$ cat config.mk
export PLATFORM = sky130hd
export DESIGN_NAME = osc_freq_monitor
export DESIGN_NICKNAME = d
export VERILOG_FILES = /design/src/rtl/osc_freq_monitor.sv
export SDC_FILE = /design/constraint.sdc
export NUM_CORES = 1
export LEC_CHECK = 0
export ABC_AREA = 0
export BUFFER_PORTS_ARGS = -buffer_cell sky130_fd_sc_hd__clkbuf_2
export CAP_MARGIN = 20
export CORE_AREA = 2 2 100 102
export CTS_CLUSTER_DIAMETER = 40
export DETAILED_ROUTE_END_ITERATION = 6
export DIE_AREA = 0 0 102 104
export PLACE_DENSITY = 0.5
export SYNTH_ARGS = -nofsm -noshare
export SYNTH_HDL_FRONTEND = slang
export SYNTH_SLANG_ARGS = --single-unit
$ cat constraint.sdc
create_clock -name CLK -period 2.4 [get_ports CLK]
set_clock_uncertainty 0.05 [all_clocks]
set_input_delay 0.12 -clock CLK [delete_from_list [all_inputs] [get_ports CLK]]
set_output_delay 0.12 -clock CLK [all_outputs]
set_load 0.02 [all_outputs]
$ cat src/rtl/osc_freq_monitor.sv
// Oscillator frequency monitor.
// Counts synchronised rising edges of MON_CLK over a fixed window of CLK cycles.
// Each completed window publishes the count and an in/out-of-tolerance verdict.
// The verdict is kept as a level (FREQ_OK) and as a sticky failure flag (FREQ_FAIL).
module osc_freq_monitor #(
  parameter int unsigned WINDOW_CYCLES = 50000,
  parameter int unsigned EXP_COUNT     = 1000,
  parameter int unsigned TOL           = 20,
  parameter int unsigned CNT_W         = 16
) (
  input  logic             CLK,
  input  logic             RESETN,
  input  logic             MON_CLK,
  input  logic             ENABLE,
  input  logic             CLEAR_FAIL,
  output logic [CNT_W-1:0] COUNT,
  output logic             COUNT_VALID,
  output logic             FREQ_OK,
  output logic             FREQ_FAIL,
  output logic             BUSY
);

  localparam int unsigned WinW = (WINDOW_CYCLES > 1) ? $clog2(WINDOW_CYCLES) : 1;
  localparam logic [WinW-1:0]  WinLast = WinW'(WINDOW_CYCLES - 1);
  // Tolerance bounds carry one extra bit so EXP_COUNT + TOL cannot wrap.
  localparam logic [CNT_W:0]   CntLo   = (CNT_W + 1)'(EXP_COUNT - TOL);
  localparam logic [CNT_W:0]   CntHi   = (CNT_W + 1)'(EXP_COUNT + TOL);
  localparam logic [CNT_W-1:0] CntMax  = '1;

  typedef enum logic [1:0] {
    StIdle,
    StMeasure,
    StEval
  } state_e;

  state_e           state_q;
  logic [WinW-1:0]  win_q;
  logic [CNT_W-1:0] edge_q;
  logic             s1_q, s2_q, s3_q;
  logic             edge_det;
  logic [CNT_W:0]   cnt_ext;
  logic             in_range;

  // s3 follows s2 in every state, so an input already high when a window opens
  // never looks like a fresh edge.
  assign edge_det = s2_q & ~s3_q;
  assign cnt_ext  = {1'b0, edge_q};
  assign in_range = (cnt_ext >= CntLo) && (cnt_ext <= CntHi);

  // Two-flop synchroniser for MON_CLK plus a history flop for edge detection.
  always_ff @(posedge CLK or negedge RESETN) begin
    if (!RESETN) begin
      s1_q <= 1'b0;
      s2_q <= 1'b0;
      s3_q <= 1'b0;
    end else begin
      s1_q <= MON_CLK;
      s2_q <= s1_q;
      s3_q <= s2_q;
    end
  end

  // Window sequencing, edge counting and registered result outputs.
  always_ff @(posedge CLK or negedge RESETN) begin
    if (!RESETN) begin
      state_q     <= StIdle;
      win_q       <= '0;
      edge_q      <= '0;
      COUNT       <= '0;
      COUNT_VALID <= 1'b0;
      FREQ_OK     <= 1'b0;
      FREQ_FAIL   <= 1'b0;
      BUSY        <= 1'b0;
    end else begin
      COUNT_VALID <= 1'b0;
      // A failing evaluation below overrides this clear in the same cycle.
      if (CLEAR_FAIL) begin
        FREQ_FAIL <= 1'b0;
      end
      case (state_q)
        StIdle: begin
          win_q  <= '0;
          edge_q <= '0;
          if (ENABLE) begin
            state_q <= StMeasure;
            BUSY    <= 1'b1;
          end
        end
        StMeasure: begin
          if (!ENABLE) begin
            // Abort: drop the partial window, results keep their old values.
            state_q <= StIdle;
            BUSY    <= 1'b0;
            win_q   <= '0;
            edge_q  <= '0;
          end else begin
            win_q <= win_q + 1'b1;
            if (edge_det && (edge_q != CntMax)) begin
              edge_q <= edge_q + 1'b1;
            end
            if (win_q == WinLast) begin
              state_q <= StEval;
            end
          end
        end
        StEval: begin
          COUNT       <= edge_q;
          COUNT_VALID <= 1'b1;
          FREQ_OK     <= in_range;
          if (!in_range) begin
            FREQ_FAIL <= 1'b1;
          end
          win_q  <= '0;
          edge_q <= '0;
          if (ENABLE) begin
            state_q <= StMeasure;
          end else begin
            state_q <= StIdle;
            BUSY    <= 1'b0;
          end
        end
        default: begin
          state_q <= StIdle;
          BUSY    <= 1'b0;
        end
      endcase
    end
  end

endmodule

==> impl_metrics.py <==
metrics = {
    "run_status": {
        "status": "finished, final reports clean",
    },
    "detailed_routing": {
        "via_per_inst": 4.94,
        "route.detailed.drc": 0,
        "ant_nets": 0,
        "routed_wl_mm": 6.33,
        "num_vias": 2225,
        "met3_length_um": 324,
        "wl_met2_mm": 2.74,
        "wl_per_cell_um": 14.1,
        "drt_pass1_iterations": 4,
        "dr.first_iter.drc_count": 153,
        "met1_length_mm": 3.14,
        "top_layer": "met4",
    },
    "global_route": {
        "grt_max_degree": 30,
        "grt_pass1_vias": 2191,
        "grt_use_total": 0.131,
        "grt_pass1_wl_mm": 10.8,
        "antenna_found_initial": 0,
        "grt_overflow": 0,
    },
    "yosys": {
        "synth.area.top_cells": "dfrtp_1 51%, mux2_2 7.2%, o21ai_0 5.0%",
        "synthCells": 279,
        "synth.avg_cell_area_um2": 10.1,
        "yosysWarnings": 0,
        "yosys.area.top_type": "dfrtp_1",
        "synth_area_um2": 2810,
        "synth_ff_type": "dfrtp_1",
        "syn_nets": 292,
        "ys_ff_latch": 57,
        "synth_cell_types": 41,
        "synth_top_cell_area_share": 0.507,
        "ys_seq_area_frac": 0.507,
        "synth_edf_count": 0,
        "postSynth.asyncResetShare": 1.00,
    },
    "setup_path": {
        "end_kind": "flop",
        "cp_max_fo": 16,
        "arrival_ns": 2.33,
        "worst_r2r_endpoint": "edge_q[5]$_DFFE_PN0P_",
        "crit_family": "simple AND/OR/NAND/NOR gates",
        "required_ns": 2.57,
        "worstPathCellList": "inv_1 -> ha_1 -> nor2_1 -> nand2_1 -> o41ai_1",
        "reg2reg_setup_slack_ns": 0.24,
        "cp_slowest_stage_delay_ns": 0.50,
        "critPathBufInv": 1,
        "cp-start-kind": "flop",
        "cpMaxStageDelayCell": "o41ai_1",
        "r2r.worst_path.cells": 5,
        "path_class": "reg -> reg",
        "r2r-start": "state_q[0]$_DFFE_PN0P_",
    },
    "layout": {
        "area_delta_synth_final_pct": 18.3,
        "finish.utilization": 0.349,
        "mostFrequentLayoutCell": "dfrtp_1",
        "diodes": 0,
        "layout_common_cells": "57 x dfrtp_1, 30 x nand2_1, 28 x o21ai_0",
        "layout.nets": 325,
        "drive_gt1_frac": 0.205,
    },
    "timing": {
        "maxSlewHeadroom": 0.502,
        "slew_viol_final": 0,
        "rsz0062_at_grt": "true",
        "finalCritPeriodShare": 0.900,
        "finalWorstSetupSlack_ns": 0.239,
        "tns_ns": 0,
        "layout_min_cycle_time_ns": 2.16,
        "fmax_mhz": 463,
        "timing_hold_violations_final": 0,
        "holdWs_ns": 0.0866,
        "setup_viol": 0,
        "worstMarginPinSlew_ns": 0.747,
    },
    "clocking": {
        "cts_resized": 0,
        "cts_made_buffers": 9,
        "htree_levels": 3,
        "cts_setup_buffers": 0,
        "insertion_delay_ns": 0.34,
        "cts_tree": "done",
        "clk_path_buf_depth": 2,
        "clk_pin_slew_ns": 0.06,
        "cts.sinks": 57,
        "cts_root_buf": "clkbuf_8",
    },
    "die": {
        "start_util": 0.295,
        "fp-row-count": 36,
        "dieArea_um2": 10600,
        "ios": 25,
        "core_um2": 9550,
        "dieHeight_um": 104,
        "chipWidth_um": 102,
    },
    "place": {
        "place.gp.congestion": 0.772,
        "port_buffers": 24,
        "preCtsSetupSlack_ns": 0.248,
        "dp_hpwl_mm": 4.45,
    },
    "power_and_ir_drop": {
        "vdd_drop_max_mv": 0.293,
        "powerDensity_nw_per_um2": 700,
        "leakage_uw": 0.00149,
    },
    "worst_hold_path": {
        "worst_hold_path_type": "in -> reg",
        "min_delay_worst_endpoint": "state_q[1]$_DFFE_PN0P_",
        "hold_path_depth": 2,
        "min-delay-start": "ENABLE",
    },
    "job": {
        "drv_cap": 0,
    },
}
[layout make-up]
| cell class | instances | area (µm²) |
|---|---|---|
| Tap cell | 133 | 166 |
| Clock buffer | 11 | 141 |
| Timing Repair Buffer | 32 | 200 |
| Sequential cell | 57 | 1430 |
| Fill cell | 998 | 6220 |
| Inverter | 9 | 33.8 |
| Clock inverter | 5 | 55.1 |
| Multi-Input combinational cell | 203 | 1310 |
[per-layer routing]
metal / global-route usage / vias up
met3: 0.0309 / 10
met5: 0 / -
li1: - / 1082
met4: 0.0600 / 0
met2: 0.187 / 59
met1: 0.187 / 1074
[through the flow]
step                      area [µm²]  cells  total power, µW
after CTS                       3330    450             2360
final                           3330    450             2330
after global routing            3330    450             2470
after floorplan                 2810    279             1330
after global placement          3100    431             1440
after detailed placement        3100    431             1440
[sequential cells by signal, indices dropped and copies added, names as in the netlist]
signal / count
FREQ_OK: 1
s2_q: 1
s1_q: 1
s3_q: 1
edge_q: 16
FREQ_FAIL: 1
win_q: 16
BUSY: 1
COUNT_VALID: 1
COUNT: 16
state_q: 2
[worst register-to-register path, stage by stage (launching register included)]
cell     delay [ns]
dfrtp_1        0.42
inv_1          0.09
ha_1           0.26
nor2_1         0.30
nand2_1        0.43
o41ai_1        0.50
[logic make-up (layout without fill, tap and decap cells)]
kind of cell / after synthesis / count (layout) / synth area share
compound gates: 59 / 59 / 0.137
xor+xnor: 6 / 6 / 0.0187
fa+ha+maj: 8 / 8 / 0.0356
buf+inv: 19 / 57 / 0.0289
flops: 57 / 57 / 0.507
mux: 18 / 18 / 0.0720
simple gates: 112 / 112 / 0.201
[timing repair]
action / in CTS / in global routing
hold buffers: 3 / 0
endpoints found under the hold margin: 30 / 0
endpoints found under the setup margin: 0 / 1
[how the worst max path moves through the flow]
stage               slack [ns]  cells after the start               endpoint                   start
floorplan                 0.50                      5   COUNT[0]$_DFFE_PN0P_  state_q[0]$_DFFE_PN0P_
global placement          0.26                      6  edge_q[7]$_DFFE_PN0P_   edge_q[0]$_DFFE_PN0P_
detailed placement        0.25                      5  edge_q[5]$_DFFE_PN0P_  state_q[0]$_DFFE_PN0P_
CTS                       0.24                      5  edge_q[5]$_DFFE_PN0P_  state_q[0]$_DFFE_PN0P_
global route          -0.00002                      6  edge_q[6]$_DFFE_PN0P_  state_q[0]$_DFFE_PN0P_
finish                    0.24                      5  edge_q[5]$_DFFE_PN0P_  state_q[0]$_DFFE_PN0P_
[cells in the mapped netlist, drive strengths merged, types with 2 or more instances]
library cell  instances
nor3                  8
nand4                 9
xnor2                 2
nor2                 22
or3                   3
xor2                  4
clkbuf                7
a22o                  2
ha                    8
o311ai                3
nand2                30
and2                  2
o31ai                 7
nand4b                2
nand2b                3
or4                   4
dfrtp                57
and3                  5
inv                   9
o21ai                29
o32ai                 3
o41ai                 2
mux2                 18
a21o                  5
nor4                  2
or2                   2
buf                   3
nor2b                 2
a21oi                 4
nand3                15
[report_power, final]
part / internal, µW / total [µW] / switching (µW)
clock: 504 / 907 / 403
combinational: 140 / 402 / 262
sequential: 989 / 1020 / 32.2
total: 1630 / 2330 / 698
(Power assumes the default switching activity.)
